$ cat config.mk
export PLATFORM = sky130hd
export DESIGN_NAME = iram_mon_ctrl
export DESIGN_NICKNAME = d
export VERILOG_FILES = /design/src/rtl/iram_mon_ctrl.sv
export SDC_FILE = /design/constraint.sdc
export NUM_CORES = 1
export LEC_CHECK = 0
export ABC_CLOCK_PERIOD_IN_PS = 4830
export CAP_MARGIN = 5
export CORE_UTILIZATION = 49
export CTS_BUF_LIST = sky130_fd_sc_hd__clkbuf_2
export CTS_CLUSTER_SIZE = 14
export DETAILED_ROUTE_END_ITERATION = 6
export GPL_TIMING_DRIVEN = 1
export PLACE_DENSITY = 0.88
export SLEW_MARGIN = 20
export SYNTH_ARGS = -nofsm -noshare
export SYNTH_HDL_FRONTEND = slang
export SYNTH_SLANG_ARGS = --single-unit
$ cat constraint.sdc
create_clock -name clk -period 4.83 [get_ports clk]
set_input_delay 0.966 -clock clk [delete_from_list [all_inputs] [get_ports clk]]
set_output_delay 0.966 -clock clk [all_outputs]
set_load 0.005 [all_outputs]
$ cat src/rtl/iram_mon_ctrl.sv
// rtl/iram_mon_ctrl.sv - monitor-side IRAM write/read sequencer and CPU run/stop control
module iram_mon_ctrl #(
    parameter int IWIDTH = 12
) (
    input  logic              clk,
    input  logic              rst_n,
    input  logic              cmd_valid,
    output logic              cmd_ready,
    input  logic [2:0]        cmd_op,
    input  logic [29:0]       cmd_adr,
    input  logic [31:0]       cmd_data,
    output logic              rsp_valid,
    output logic [31:0]       rsp_data,
    output logic              rsp_err,
    output logic [IWIDTH-1:0] i_ram_radr,
    input  logic [31:0]       i_ram_rdata,
    output logic              i_read_sel,
    output logic [IWIDTH-1:0] i_ram_wadr,
    output logic [31:0]       i_ram_wdata,
    output logic              i_ram_wen,
    output logic              cpu_start,
    output logic [29:0]       start_adr,
    output logic              cpu_halt,
    output logic              cpu_running
);

    typedef enum logic [2:0] {
        S_IDLE,
        S_WR,
        S_RD_ADR,
        S_RD_DATA,
        S_START,
        S_RSP
    } state_t;

    localparam logic [2:0] OP_WRITE      = 3'd0;
    localparam logic [2:0] OP_WRITE_NEXT = 3'd1;
    localparam logic [2:0] OP_READ       = 3'd2;
    localparam logic [2:0] OP_READ_NEXT  = 3'd3;
    localparam logic [2:0] OP_RUN        = 3'd4;
    localparam logic [2:0] OP_STOP       = 3'd5;

    state_t              state_q, state_d;
    logic                cmd_ready_q, cmd_ready_d;
    logic                rsp_valid_q, rsp_valid_d;
    logic [31:0]         rsp_data_q, rsp_data_d;
    logic                rsp_err_q, rsp_err_d;
    logic [IWIDTH-1:0]   radr_q, radr_d;
    logic                read_sel_q, read_sel_d;
    logic [IWIDTH-1:0]   wadr_q, wadr_d;
    logic [31:0]         wdata_q, wdata_d;
    logic                wen_q, wen_d;
    logic                cpu_start_q, cpu_start_d;
    logic [29:0]         start_adr_q, start_adr_d;
    logic                cpu_halt_q, cpu_halt_d;
    logic                cpu_running_q, cpu_running_d;
    logic [IWIDTH-1:0]   auto_adr_q, auto_adr_d;

    logic                is_ram_op;
    logic                is_next_op;
    logic                adr_out_of_range;
    logic                cmd_err;
    logic [IWIDTH-1:0]   ram_adr;

    // Address-range check only applies to the explicit-address ops; *_NEXT uses auto_adr.
    always_comb begin
        is_ram_op        = (cmd_op <= OP_READ_NEXT);
        is_next_op       = (cmd_op == OP_WRITE_NEXT) || (cmd_op == OP_READ_NEXT);
        adr_out_of_range = ((cmd_op == OP_WRITE) || (cmd_op == OP_READ)) && (|cmd_adr[29:IWIDTH]);
        cmd_err          = (cmd_op > OP_STOP) || (is_ram_op && cpu_running_q) || adr_out_of_range;
        ram_adr          = is_next_op ? auto_adr_q : cmd_adr[IWIDTH-1:0];
    end

    always_comb begin
        state_d       = state_q;
        rsp_valid_d   = 1'b0;
        rsp_data_d    = 32'd0;
        rsp_err_d     = 1'b0;
        radr_d        = radr_q;
        read_sel_d    = 1'b0;
        wadr_d        = wadr_q;
        wdata_d       = wdata_q;
        wen_d         = 1'b0;
        cpu_start_d   = 1'b0;
        start_adr_d   = start_adr_q;
        cpu_halt_d    = cpu_halt_q;
        cpu_running_d = cpu_running_q;
        auto_adr_d    = auto_adr_q;

        unique case (state_q)
            S_IDLE: begin
                if (cmd_valid) begin
                    if (cmd_err) begin
                        state_d     = S_RSP;
                        rsp_valid_d = 1'b1;
                        rsp_err_d   = 1'b1;
                    end else begin
                        unique case (cmd_op)
                            OP_WRITE, OP_WRITE_NEXT: begin
                                state_d    = S_WR;
                                wen_d      = 1'b1;
                                wadr_d     = ram_adr;
                                wdata_d    = cmd_data;
                                auto_adr_d = ram_adr + IWIDTH'(1);
                            end
                            OP_READ, OP_READ_NEXT: begin
                                state_d    = S_RD_ADR;
                                read_sel_d = 1'b1;
                                radr_d     = ram_adr;
                                auto_adr_d = ram_adr + IWIDTH'(1);
                            end
                            OP_RUN: begin
                                state_d       = S_START;
                                cpu_start_d   = 1'b1;
                                start_adr_d   = cmd_adr;
                                cpu_halt_d    = 1'b0;
                                cpu_running_d = 1'b1;
                            end
                            default: begin
                                state_d       = S_RSP;
                                rsp_valid_d   = 1'b1;
                                cpu_halt_d    = 1'b1;
                                cpu_running_d = 1'b0;
                            end
                        endcase
                    end
                end
            end
            S_WR: begin
                state_d     = S_RSP;
                rsp_valid_d = 1'b1;
                rsp_data_d  = wdata_q;
            end
            S_RD_ADR: begin
                state_d    = S_RD_DATA;
                read_sel_d = 1'b1;
            end
            S_RD_DATA: begin
                state_d     = S_RSP;
                rsp_valid_d = 1'b1;
                rsp_data_d  = i_ram_rdata;
            end
            S_START: begin
                state_d     = S_RSP;
                rsp_valid_d = 1'b1;
            end
            default: begin
                state_d = S_IDLE;
            end
        endcase

        cmd_ready_d = (state_d == S_IDLE);
    end

    // Async reset drops wen/read_sel at once so an interrupted access never completes.
    always_ff @(posedge clk or negedge rst_n) begin
        if (!rst_n) begin
            state_q       <= S_IDLE;
            cmd_ready_q   <= 1'b1;
            rsp_valid_q   <= 1'b0;
            rsp_data_q    <= 32'd0;
            rsp_err_q     <= 1'b0;
            radr_q        <= '0;
            read_sel_q    <= 1'b0;
            wadr_q        <= '0;
            wdata_q       <= 32'd0;
            wen_q         <= 1'b0;
            cpu_start_q   <= 1'b0;
            start_adr_q   <= 30'd0;
            cpu_halt_q    <= 1'b1;
            cpu_running_q <= 1'b0;
            auto_adr_q    <= '0;
        end else begin
            state_q       <= state_d;
            cmd_ready_q   <= cmd_ready_d;
            rsp_valid_q   <= rsp_valid_d;
            rsp_data_q    <= rsp_data_d;
            rsp_err_q     <= rsp_err_d;
            radr_q        <= radr_d;
            read_sel_q    <= read_sel_d;
            wadr_q        <= wadr_d;
            wdata_q       <= wdata_d;
            wen_q         <= wen_d;
            cpu_start_q   <= cpu_start_d;
            start_adr_q   <= start_adr_d;
            cpu_halt_q    <= cpu_halt_d;
            cpu_running_q <= cpu_running_d;
            auto_adr_q    <= auto_adr_d;
        end
    end

    assign cmd_ready   = cmd_ready_q;
    assign rsp_valid   = rsp_valid_q;
    assign rsp_data    = rsp_data_q;
    assign rsp_err     = rsp_err_q;
    assign i_ram_radr  = radr_q;
    assign i_read_sel  = read_sel_q;
    assign i_ram_wadr  = wadr_q;
    assign i_ram_wdata = wdata_q;
    assign i_ram_wen   = wen_q;
    assign cpu_start   = cpu_start_q;
    assign start_adr   = start_adr_q;
    assign cpu_halt    = cpu_halt_q;
    assign cpu_running = cpu_running_q;

endmodule

Word-level counts from Yosys, hierarchy flattened --
Cells that the tools add are included.
Storage, ports and cells: bits in registers 141, input bits 100, output and inout port bits 126, word-level logic and storage cells 75
Cells by class: $add $sub $neg 1, $lt $le $gt $ge 2, equality and inequality tests 8, multiplexer cells 27, bitwise operators 2, reductions and logical operators 20
Operators by type and width (number):
- 32-bit one-hot mux with 2 select lines | 1
- 4-bit AND reduction | 5
- 3-bit one-hot mux with 3 select lines | 2
- 18-bit OR reduction | 1
- 1-bit 2-to-1 mux | 17
- 12-bit by 1-bit adder with 12-bit output (second input constant) | 1
- 3-bit by 2-bit == test with 1-bit output (second input constant) | 4
- 12-bit 2-to-1 mux | 1
- 3-bit logical NOT | 3
- 1-bit one-hot mux with 2 select lines | 4
- 3-bit by 1-bit == test with 1-bit output (second input constant) | 2
- 3-bit == test (second input constant) | 2
- 3-bit 2-to-1 mux | 2
- 5-bit OR reduction | 1
- 1-bit logical OR | 4
- 2-bit OR reduction | 2
- 4-bit OR reduction | 1
- 3-bit > comparator (second input constant) | 1
- 3-bit by 2-bit less-or-equal comparator with 1-bit output (second input constant) | 1
- 3-bit OR reduction | 1
- 1-bit logical AND | 2
- 1-bit inverter | 2

Logic depth before layout (Yosys ltp) --
Gate-level depths: netlist of run 1.
word-level depth 8, gate-level depth with buffers 11

Worst setup path before layout of run 1 --
OpenSTA, ideal clock, no wires.
path kind input port to flip-flop, from input cmd_op[2], to register auto_adr_q[10], data arrival time 3094 ps, setup slack 1649 ps, stages on the path 11, path through nand2b_1 -> buf_6 -> buf_2 -> buf_1 -> mux2i_1 -> inv_1 -> ha_1 -> o2111ai_4 -> nor3_1 -> mux2_2 -> o211ai_1
Between the ends: elaborated cells between the ends (all ways) 17, classes of those cells add/sub (1); order compare (2); eq/ne (3); mux (1); bitwise (1); reduce/logical (9)
RTL lines:
- start, declared | RTL line 9 | input logic [2:0] cmd_op,
- 3-bit by 1-bit == test with 1-bit output or 3-bit by 2-bit == test with 1-bit output (tied branches) | RTL line 68 | is_next_op = (cmd_op == OP_WRITE_NEXT) || (cmd_op == OP_READ_NEXT);
- 1-bit logical OR (*) | RTL line 68
- 12-bit 2-to-1 mux (*) | RTL line 71 | ram_adr = is_next_op ? auto_adr_q : cmd_adr[IWIDTH-1:0];
- net ram_adr[1] | RTL line 63 | logic [IWIDTH-1:0] ram_adr;
- 12-bit by 1-bit adder with 12-bit output (*) | RTL line 104, 110
- end signal, assigned | RTL line 188 | auto_adr_q <= auto_adr_d;
- end, declared | RTL line 57 | logic [IWIDTH-1:0] auto_adr_q, auto_adr_d;
The timed path passes the listed nets; every way through them passes the cells marked *. A chain may end at the register's enable or synchronous reset.

Worst setup path in the final report of run 1 --
from input cmd_op[2], to register auto_adr_q[11]
Between the ends: word-level cells in the longest chain between the ends 6, elaborated cells between the ends (all ways) 17, classes of those cells add/sub (1); order compare (2); eq/ne (3); mux (1); bitwise (1); reduce/logical (9)
Ends and longest elaborated chain:
- branches (longest 6 deep; another with 12-bit by 1-bit adder with 12-bit output)
Parallel ways; which one is timed is not known.

==> results of run 1 <==
-- power by group through the flow --
stage / registers (µW) / clock network [µW] / logic, µW
finish: 1820 / 591 / 1380
global route: 1860 / 652 / 1490
CTS: 1820 / 606 / 1390
detailed placement: 1840 / 0 / 1380
global placement: 1810 / 0 / 1340
floorplan: 1810 / 0 / 454
-- cells in the final DEF, fill, tap and decap left out, types with 4 or more instances in the layout --
master and n:
clkbuf_2 21, mux2_2 35, inv_1 5, and3_1 7
nor3_1 8, buf_4 8, dfrtp_1 139, and2_1 9
nand2_1 130, o211ai_1 4, clkinv_2 7, nand3b_1 4
clkdlybuf4s50_1 224, a22o_1 32, o21ai_0 27, mux2i_1 9
a21oi_1 28, nor2_1 24
-- layer usage --
layer,global-route usage (%),part of all wire (%)
met2,45.8,50
met3,8.49,8.9
met4,10.0,1.6
met1,32.9,40
met5,0,0
-- worst paths after layout --
kind	to	slack, ns
max in group asynchronous	rsp_data[23]$_DFF_PN0_	3.52
worst min-delay path	i_ram_radr[2]$_DFFE_PN0P_	0.31
worst min register to register	i_ram_wadr[10]$_DFFE_PN0P_	0.51
worst max register to register	i_ram_wdata[6]$_DFFE_PN0P_	2.16
worst max-delay path	auto_adr_q[11]$_DFFE_PN0P_	1.75
min in group clk	i_ram_wadr[10]$_DFFE_PN0P_	0.51
-- area by class of cell --
class / instances / area (µm²)
Clock inverter: 11 / 76.3
Inverter: 5 / 18.8
Sequential cell: 141 / 3530
Fill cell: 805 / 3120
Clock buffer: 21 / 105
Tap cell: 143 / 179
Multi-Input combinational cell: 361 / 2210
Timing Repair Buffer: 233 / 2320
-- state kept, by name, indices dropped and copies added, names as in the netlist --
name,flops
cpu_halt,1
start_adr,30
i_ram_wadr,12
i_ram_wen,1
cpu_running,1
i_read_sel,1
auto_adr_q,12
rsp_err,1
rsp_valid,1
rsp_data,32
i_ram_wdata,32
cmd_ready,1
state_q,3
cpu_start,1
i_ram_radr,12
-- through the flow --
| step | util, % | instances | hold WS (ns) |
|---|---|---|---|
| after global routing | 73.0 | 915 | 0.378 |
| after CTS | 73.0 | 915 | 0.358 |
| after global placement | 71.4 | 883 | 0.467 |
| after floorplan | - | 537 | 0.467 |
| after detailed placement | 71.4 | 883 | 0.478 |
| final | 73.0 | 915 | 0.309 |
-- worst max-delay path: stages --
cell and delay (ns):
clkdlybuf4s50_1 0.55, nand2b_1 0.51, mux2i_1 0.53, o2111ai_1 0.37
nor3_2 0.33, mux2_2 0.37, o211ai_1 0.10
-- kinds of logic after synthesis --
family / synth area share [%]
multiplexers: 9.17
flip-flops: 59.9
adder cells (fa/ha/maj): 0.212
AO/OA/AOI/OAI: 12.4
AND/OR/NAND/NOR: 15.4
XOR/XNOR: 0.149
buffers and inverters: 2.74
==> impl_metrics.json, run 1 <==
{
  "outcome": "finished with violations",
  "failed_checks": "design-rule violations",
  "finalHoldViolCount": 0,
  "maxSlewHeadroom_pct": 41.4,
  "synth_ff_type": "dfrtp_1",
  "antenna_found_initial": 0,
  "rsz0062_at_grt": "no",
  "fin_crit_ns": 3.08,
  "start_util_pct": 51.0,
  "place_area_um2": 8260,
  "worstRegToRegCells": 8,
  "cts_setup_buffers": 0,
  "grt_pass1_vias": 5124,
  "synth_enable_flop_cells": 0,
  "critPathLaunchType": "input port",
  "yosys.area.top_type": "dfrtp_1",
  "cts_max_level": 4,
  "yosysMostFrequentCell": "dfrtp_1",
  "finalCritPeriodShare_pct": 63.8,
  "syn_area_um2": 5890,
  "p_seq_share_pct": 47.9,
  "ys_async_sr_fraction_pct": 100,
  "wl_mm": 16.4,
  "drc": 20,
  "io_pins": 226,
  "cts_num_sinks": 141,
  "ir_drop_mv": 0.301,
  "cts-hold-fix-buffers": 0,
  "num-nets-final": 860,
  "hpwlAfterDp_mm": 11.9,
  "worst-path-max-fanout": 10,
  "num_rows": 39,
  "gp_congestion": 0.876,
  "synth_common_cells": "dfrtp_1, nand2_1, mux2_2",
  "cts_made_buffers": 17,
  "grt_usage_pct": 27.2,
  "place_ws_ns": 1.01,
  "ys_top_cells_by_area": "dfrtp_1, nand2_1, mux2_2, a22o_1, a21oi_1",
  "clk_pin_slew_ns": 0.20,
  "die_x_um": 112,
  "worst_slew_pin_slew_ns": 0.879,
  "gr-total-overflow": 0,
  "setup_viol": 0,
  "synth_top_area_share_pct": 59.0,
  "p_sw_uw": 1180,
  "p_leak_uw": 0.00388,
  "synth_nets": 638,
  "fp.dieH_um": 112,
  "area_delta_synth_final_pct": 43.2,
  "crit_start": "cmd_op[2]",
  "ctsResizeCount": 0,
  "path_class": "in -> reg",
  "cts_max_path_buffers": 2,
  "powerDensity_nw_per_um2": 449,
  "drtAntennaViolNets": 0,
  "clk_latency_ns": 0.74,
  "root_buffer": "clkbuf_2",
  "setup_slack_ns": 1.75,
  "fin_tns_setup_ns": 0,
  "fmax_mhz": 325,
  "netlist_instances": 537,
  "p_comb_share_pct": 36.5,
  "drive_above_1_share_pct": 11.0,
  "coreArea_um2": 11600,
  "yosys_warnings": 0,
  "r2r_start": "state_q[2]$_DFF_PN0_",
  "worstPathArrival_ns": 3.73,
  "drt_iter0_drc": 420,
  "cts_tree": "done",
  "synth_cell_types": 46,
  "numPortBuffers": 225,
  "firstDrtPassIters": 7,
  "wire_per_inst_um": 17.9,
  "p_clk_share_pct": 15.6,
  "synth_seq_cells": 141,
  "grt_start_max_net_pins": 113,
  "required_ns": 5.48,
  "hold_path.class": "in -> async",
  "vias": 4965,
  "maxSlewViolCount": 0,
  "via_per_inst": 5.43,
  "p_total_uw": 3790,
  "fin_worst_skew_ns": 0.0235,
  "grt_first_pass_wirelength_mm": 26.3,
  "drv_cap": 0,
  "stdcell_area_um2": 8440,
  "cp-end-kind": "flop",
  "yosysSeqAreaShare_pct": 59.9,
  "swShare_pct": 31.3,
  "p_int_uw": 2600,
  "diodes": 0,
  "dieArea_um2": 12500,
  "postSynthAreaPerCell_um2": 11.0
}
Power figures use the tool's default switching activity.
==> inputs of run 2 (changes only) <==
--- a/config.mk
+++ b/config.mk
@@ -5,14 +5,14 @@
 export SDC_FILE = /design/constraint.sdc
 export NUM_CORES = 1
 export LEC_CHECK = 0
-export ABC_CLOCK_PERIOD_IN_PS = 4830
+export ABC_CLOCK_PERIOD_IN_PS = 2800
 export CAP_MARGIN = 5
-export CORE_UTILIZATION = 49
+export CORE_UTILIZATION = 41
 export CTS_BUF_LIST = sky130_fd_sc_hd__clkbuf_2
 export CTS_CLUSTER_SIZE = 14
 export DETAILED_ROUTE_END_ITERATION = 6
 export GPL_TIMING_DRIVEN = 1
-export PLACE_DENSITY = 0.88
+export PLACE_DENSITY = 0.79
 export SLEW_MARGIN = 20
 export SYNTH_ARGS = -nofsm -noshare
 export SYNTH_HDL_FRONTEND = slang
==> constraint.sdc (replaced) <==
create_clock -name clk -period 2.8 [get_ports clk]
set_input_delay 0.56 -clock clk [delete_from_list [all_inputs] [get_ports clk]]
set_output_delay 0.56 -clock clk [all_outputs]
set_load 0.005 [all_outputs]
==> impl_metrics.json, run 2 (same netlist as run 1, synthesis figures left out) <==
{
  "outcome": "finished, final reports clean",
  "drv_cap": 0,
  "num_rows": 43,
  "fmax_mhz": 432,
  "finalHoldViolCount": 0,
  "drt_iter0_drc": 316,
  "coreArea_um2": 13900,
  "path_class": "reg -> out",
  "cts_tree": "done",
  "p_seq_share_pct": 46.1,
  "ir_drop_mv": 0.331,
  "cts-hold-fix-buffers": 1,
  "grt_pass1_vias": 5042,
  "area_delta_synth_final_pct": 49.2,
  "grt_start_max_net_pins": 61,
  "drtAntennaViolNets": 0,
  "maxSlewViolCount": 0,
  "powerDensity_nw_per_um2": 770,
  "grt_first_pass_wirelength_mm": 25.9,
  "via_per_inst": 5.12,
  "p_int_uw": 4720,
  "instances_no_fill": 979,
  "vias": 5012,
  "slowest_stage": "dfstp_2",
  "cts_num_sinks": 141,
  "start_util_pct": 42.3,
  "die_x_um": 122,
  "critPathLaunchType": "flop",
  "gr-total-overflow": 0,
  "gp_congestion": 0.871,
  "rsz0062_at_grt": "no",
  "firstDrtPassIters": 4,
  "cts_max_level": 4,
  "finalCritPeriodShare_pct": 82.7,
  "path_buf_inv": 1,
  "drc": 0,
  "wire_per_inst_um": 17.0,
  "io_pins": 226,
  "drive_above_1_share_pct": 14.1,
  "ctsResizeCount": 0,
  "path_delay_family": "flip-flops",
  "worst-path-max-fanout": 2,
  "p_comb_share_pct": 36.0,
  "cts_made_buffers": 17,
  "setup_viol": 0,
  "wl_mm": 16.6,
  "num-nets-final": 887,
  "fin_worst_skew_ns": 0.0228,
  "holdWs_ns": 0.370,
  "clk_pin_slew_ns": 0.20,
  "p_total_uw": 6770,
  "fin_crit_ns": 2.32,
  "slowest_delay_ns": 0.57,
  "hpwlAfterDp_mm": 12.5,
  "required_ns": 2.24,
  "worst_slew_pin_slew_ns": 0.756,
  "cp-end-kind": "primary output",
  "cts_setup_buffers": 0,
  "fp.dieH_um": 122,
  "p_clk_share_pct": 17.8,
  "swShare_pct": 30.4,
  "cts_max_path_buffers": 2,
  "antenna_found_initial": 0,
  "root_buffer": "clkbuf_2",
  "grt_usage_pct": 23.1,
  "p_sw_uw": 2060,
  "final_cell_mix": "clkdlybuf4s50_1, dfrtp_1, nand2_1, mux2_2, a22o_1",
  "clk_latency_ns": 0.69,
  "hold_path.class": "in -> reg",
  "numPortBuffers": 225,
  "maxSlewHeadroom_pct": 49.6,
  "crit_chain": "clkdlybuf4s50_1",
  "final_common_cell": "clkdlybuf4s50_1",
  "p_leak_uw": 0.00403,
  "worstPathArrival_ns": 1.76,
  "dieArea_um2": 14900,
  "diodes": 0,
  "dp_cells": 946
}
## run 2: changes by cell type in the layout (fill, tap and decap cells not counted), sizes merged
cell         change
clkinv           -5
buf             +27
dlygate4sd3      +1
clkinvlp         +4
clkbuf           -2
bufinv           +2
## run 2: cell type report
class	count	area, µm²
Inverter	5	18.8
Tap cell	180	225
Multi-Input combinational cell	361	2210
Clock inverter	12	148
Fill cell	1089	5140
Sequential cell	141	3530
Clock buffer	20	100
Timing Repair Buffer	260	2560
## run 2: metrics by stage
stage | worst slack (ns) | area [µm²] | setup TNS [ns] | utilization (%)
6_report | 0.483 | 8790 | 0 | 63.1
5_1_grt | 0.372 | 8790 | 0 | 63.1
3_5_place_dp | -0.131 | 8540 | -0.597 | 61.3
4_1_cts | 0.400 | 8790 | 0 | 63.1
3_3_place_gp | -0.0510 | 8540 | -0.192 | 61.3
2_1_floorplan | 0.0252 | 5890 | 0 | -
## run 2: path summary, 6_finish.rpt
path	endpoint	slack (ns)	cells after the start	startpoint
setup / recovery	cpu_halt	0.48	1	cpu_halt$_DFFE_PN1P_
hold / removal	i_ram_wdata[24]$_DFFE_PN0P_	0.37	3	cmd_data[24]
setup reg to reg	start_adr[4]$_DFFE_PN0P_	0.61	4	state_q[2]$_DFF_PN0_
hold reg to reg	i_ram_wadr[8]$_DFFE_PN0P_	0.50	2	i_ram_wadr[8]$_DFFE_PN0P_
max in group asynchronous	cmd_ready$_DFF_PN1_	1.68	3	rst_n
min in group asynchronous	start_adr[3]$_DFFE_PN0P_	0.38	2	rst_n
## run 2: layer usage
layer / up-vias / part of all wire (%) / track usage [%]
met5: - / 0 / 0
met4: 0 / 1.6 / 8.80
met3: 17 / 7.4 / 6.27
met2: 193 / 50 / 38.8
met1: 2442 / 41 / 28.2
li1: 2360 / - / -
## run 2: power groups by stage
stage | logic (µW) | clock network [µW] | registers, µW
after floorplan | 783 | 0 | 3130
after global placement | 2380 | 0 | 3140
after detailed placement | 2460 | 0 | 3170
after CTS | 2470 | 1260 | 3130
after global routing | 2670 | 1330 | 3210
final | 2440 | 1210 | 3120
==> inputs of run 3 (changes only) <==
--- a/config.mk
+++ b/config.mk
@@ -5,14 +5,14 @@
 export SDC_FILE = /design/constraint.sdc
 export NUM_CORES = 1
 export LEC_CHECK = 0
-export ABC_CLOCK_PERIOD_IN_PS = 2800
+export ABC_CLOCK_PERIOD_IN_PS = 2290
 export CAP_MARGIN = 5
-export CORE_UTILIZATION = 41
+export CORE_UTILIZATION = 45
 export CTS_BUF_LIST = sky130_fd_sc_hd__clkbuf_2
 export CTS_CLUSTER_SIZE = 14
 export DETAILED_ROUTE_END_ITERATION = 6
 export GPL_TIMING_DRIVEN = 1
-export PLACE_DENSITY = 0.79
+export PLACE_DENSITY = 0.82
 export SLEW_MARGIN = 20
 export SYNTH_ARGS = -nofsm -noshare
 export SYNTH_HDL_FRONTEND = slang
==> constraint.sdc (replaced) <==
create_clock -name clk -period 2.29 [get_ports clk]
set_input_delay 0.458 -clock clk [delete_from_list [all_inputs] [get_ports clk]]
set_output_delay 0.458 -clock clk [all_outputs]
set_load 0.005 [all_outputs]
==> impl_metrics.json, run 3 (same netlist as run 1, synthesis figures left out) <==
{
  "outcome": "finished, final reports clean",
  "path_class": "reg -> out",
  "area_delta_synth_final_pct": 51.3,
  "dieArea_um2": 13600,
  "drv_cap": 0,
  "drive_above_1_share_pct": 16.1,
  "path_buf_inv": 1,
  "drc": 0,
  "cts_num_sinks": 141,
  "finalHoldViolCount": 0,
  "slowest_delay_ns": 0.52,
  "clk_pin_slew_ns": 0.19,
  "critPathLaunchType": "flop",
  "worstRegToRegCells": 9,
  "die_x_um": 116,
  "cts_max_path_buffers": 2,
  "finalCritPeriodShare_pct": 92.5,
  "num-nets-final": 902,
  "via_per_inst": 5.18,
  "fmax_mhz": 472,
  "num_rows": 41,
  "coreArea_um2": 12700,
  "final_common_cell": "clkdlybuf4s50_1",
  "drtAntennaViolNets": 0,
  "n_fill_cell": 918,
  "diodes": 0,
  "fp.dieH_um": 116,
  "ir_drop_mv": 0.507,
  "gp_congestion": 0.870,
  "cts_made_buffers": 17,
  "grt_usage_pct": 25.6,
  "wl_mm": 16.6,
  "slowest_stage": "clkdlybuf4s50_1",
  "rsz0062_at_grt": "no",
  "worst_slew_pin_slew_ns": 0.562,
  "p_total_uw": 8190,
  "required_ns": 1.83,
  "cts_max_level": 4,
  "worstPathArrival_ns": 1.66,
  "clk_latency_ns": 0.70,
  "start_util_pct": 46.5,
  "crit_chain": "clkdlybuf4s50_1",
  "setup_viol": 0,
  "drt_iter0_drc": 361,
  "grt_pass1_vias": 5268,
  "powerDensity_nw_per_um2": 919,
  "grt_first_pass_wirelength_mm": 26.1,
  "io_pins": 226,
  "hold_path.class": "in -> async",
  "final_cell_mix": "clkdlybuf4s50_1, dfrtp_1, nand2_1, buf_4, mux2_2",
  "fin_worst_skew_ns": 0.0199,
  "gr-total-overflow": 0,
  "worst-path-max-fanout": 3,
  "hpwlAfterDp_mm": 12.4,
  "fin_crit_ns": 2.12,
  "numPortBuffers": 225,
  "maxSlewViolCount": 0,
  "path_delay_family": "buffers and inverters",
  "p_leak_uw": 0.00412,
  "firstDrtPassIters": 6,
  "maxSlewHeadroom_pct": 62.5,
  "grt_start_max_net_pins": 60,
  "holdWs_ns": 0.265,
  "cp-end-kind": "primary output",
  "path_depth": 1,
  "vias": 5102,
  "cts_tree": "done",
  "antenna_found_initial": 0,
  "root_buffer": "clkbuf_2",
  "wire_per_inst_um": 16.8
}
-- run 3: cell types whose count changed in the layout (fill, tap and decap cells not counted), sizes merged --
cell / change
buf: +15
clkinvlp: -3
clkbuf: +2
clkdlybuf4s50: -2
dlygate4sd2: +2
bufinv: -1
clkinv: +1
-- run 3: repair_timing --
action,4_1_cts,5_1_grt
resized for setup,2,0
endpoints found under the hold margin,55,0
hold buffers,1,0
setup endpoints to repair,2,1
pin swaps,0,0
setup buffers,0,2
-- run 3: layer usage --
layer	GRT usage [%]	share of wire (%)	routed length [µm]	vias up
li1	-	-	-	2383
met1	30.4	41	6780	2487
met2	43.8	50	8290	209
met3	7.47	7.6	1270	23
met4	10.3	1.5	255	0
met5	0	0	0	-
-- run 3: final timing paths --
path | from | end | slack [ns]
worst min register to register | i_ram_wadr[11]$_DFFE_PN0P_ | i_ram_wadr[11]$_DFFE_PN0P_ | 0.50
worst min-delay path | rst_n | start_adr[3]$_DFFE_PN0P_ | 0.27
worst max register to register | state_q[2]$_DFF_PN0_ | i_ram_wdata[26]$_DFFE_PN0P_ | 0.23
max in group asynchronous | rst_n | rsp_data[15]$_DFF_PN0_ | 1.34
worst max-delay path | i_ram_wdata[13]$_DFFE_PN0P_ | i_ram_wdata[13] | 0.17
min in group clk | cmd_data[1] | i_ram_wdata[1]$_DFFE_PN0P_ | 0.27
-- run 3: where the power goes --
part	total (µW)	switching [µW]	leakage (µW)	internal [µW]
Clock	1340	837	0.000141	503
Combinational	3060	1130	0.00214	1920
Sequential	3800	522	0.00184	3280
-- run 3: area by class of cell --
| cell class | instances | area [µm²] | area share (%) |
|---|---|---|---|
| Sequential cell | 141 | 3530 | 39.6 |
| Timing Repair Buffer | 275 | 2700 | 30.3 |
| Multi-Input combinational cell | 361 | 2240 | 25.2 |
| Tap cell | 172 | 215 | 2.41 |
| Clock buffer | 22 | 110 | 1.23 |
| Clock inverter | 9 | 96.3 | 1.08 |
| Inverter | 5 | 18.8 | 0.210 |
-- run 3: per-stage QoR --
stage	std cells	setup WS (ns)	TNS, ns	instance area (µm²)	util, %
floorplan	537	-0.00249	-0.00249	5940	-
global placement	951	-0.420	-16.47	8690	68.6
detailed placement	951	-0.531	-19.98	8690	68.6
CTS	983	0.0620	0	8900	70.3
global route	985	0.0392	0	8920	70.4
finish	985	0.171	0	8920	70.4
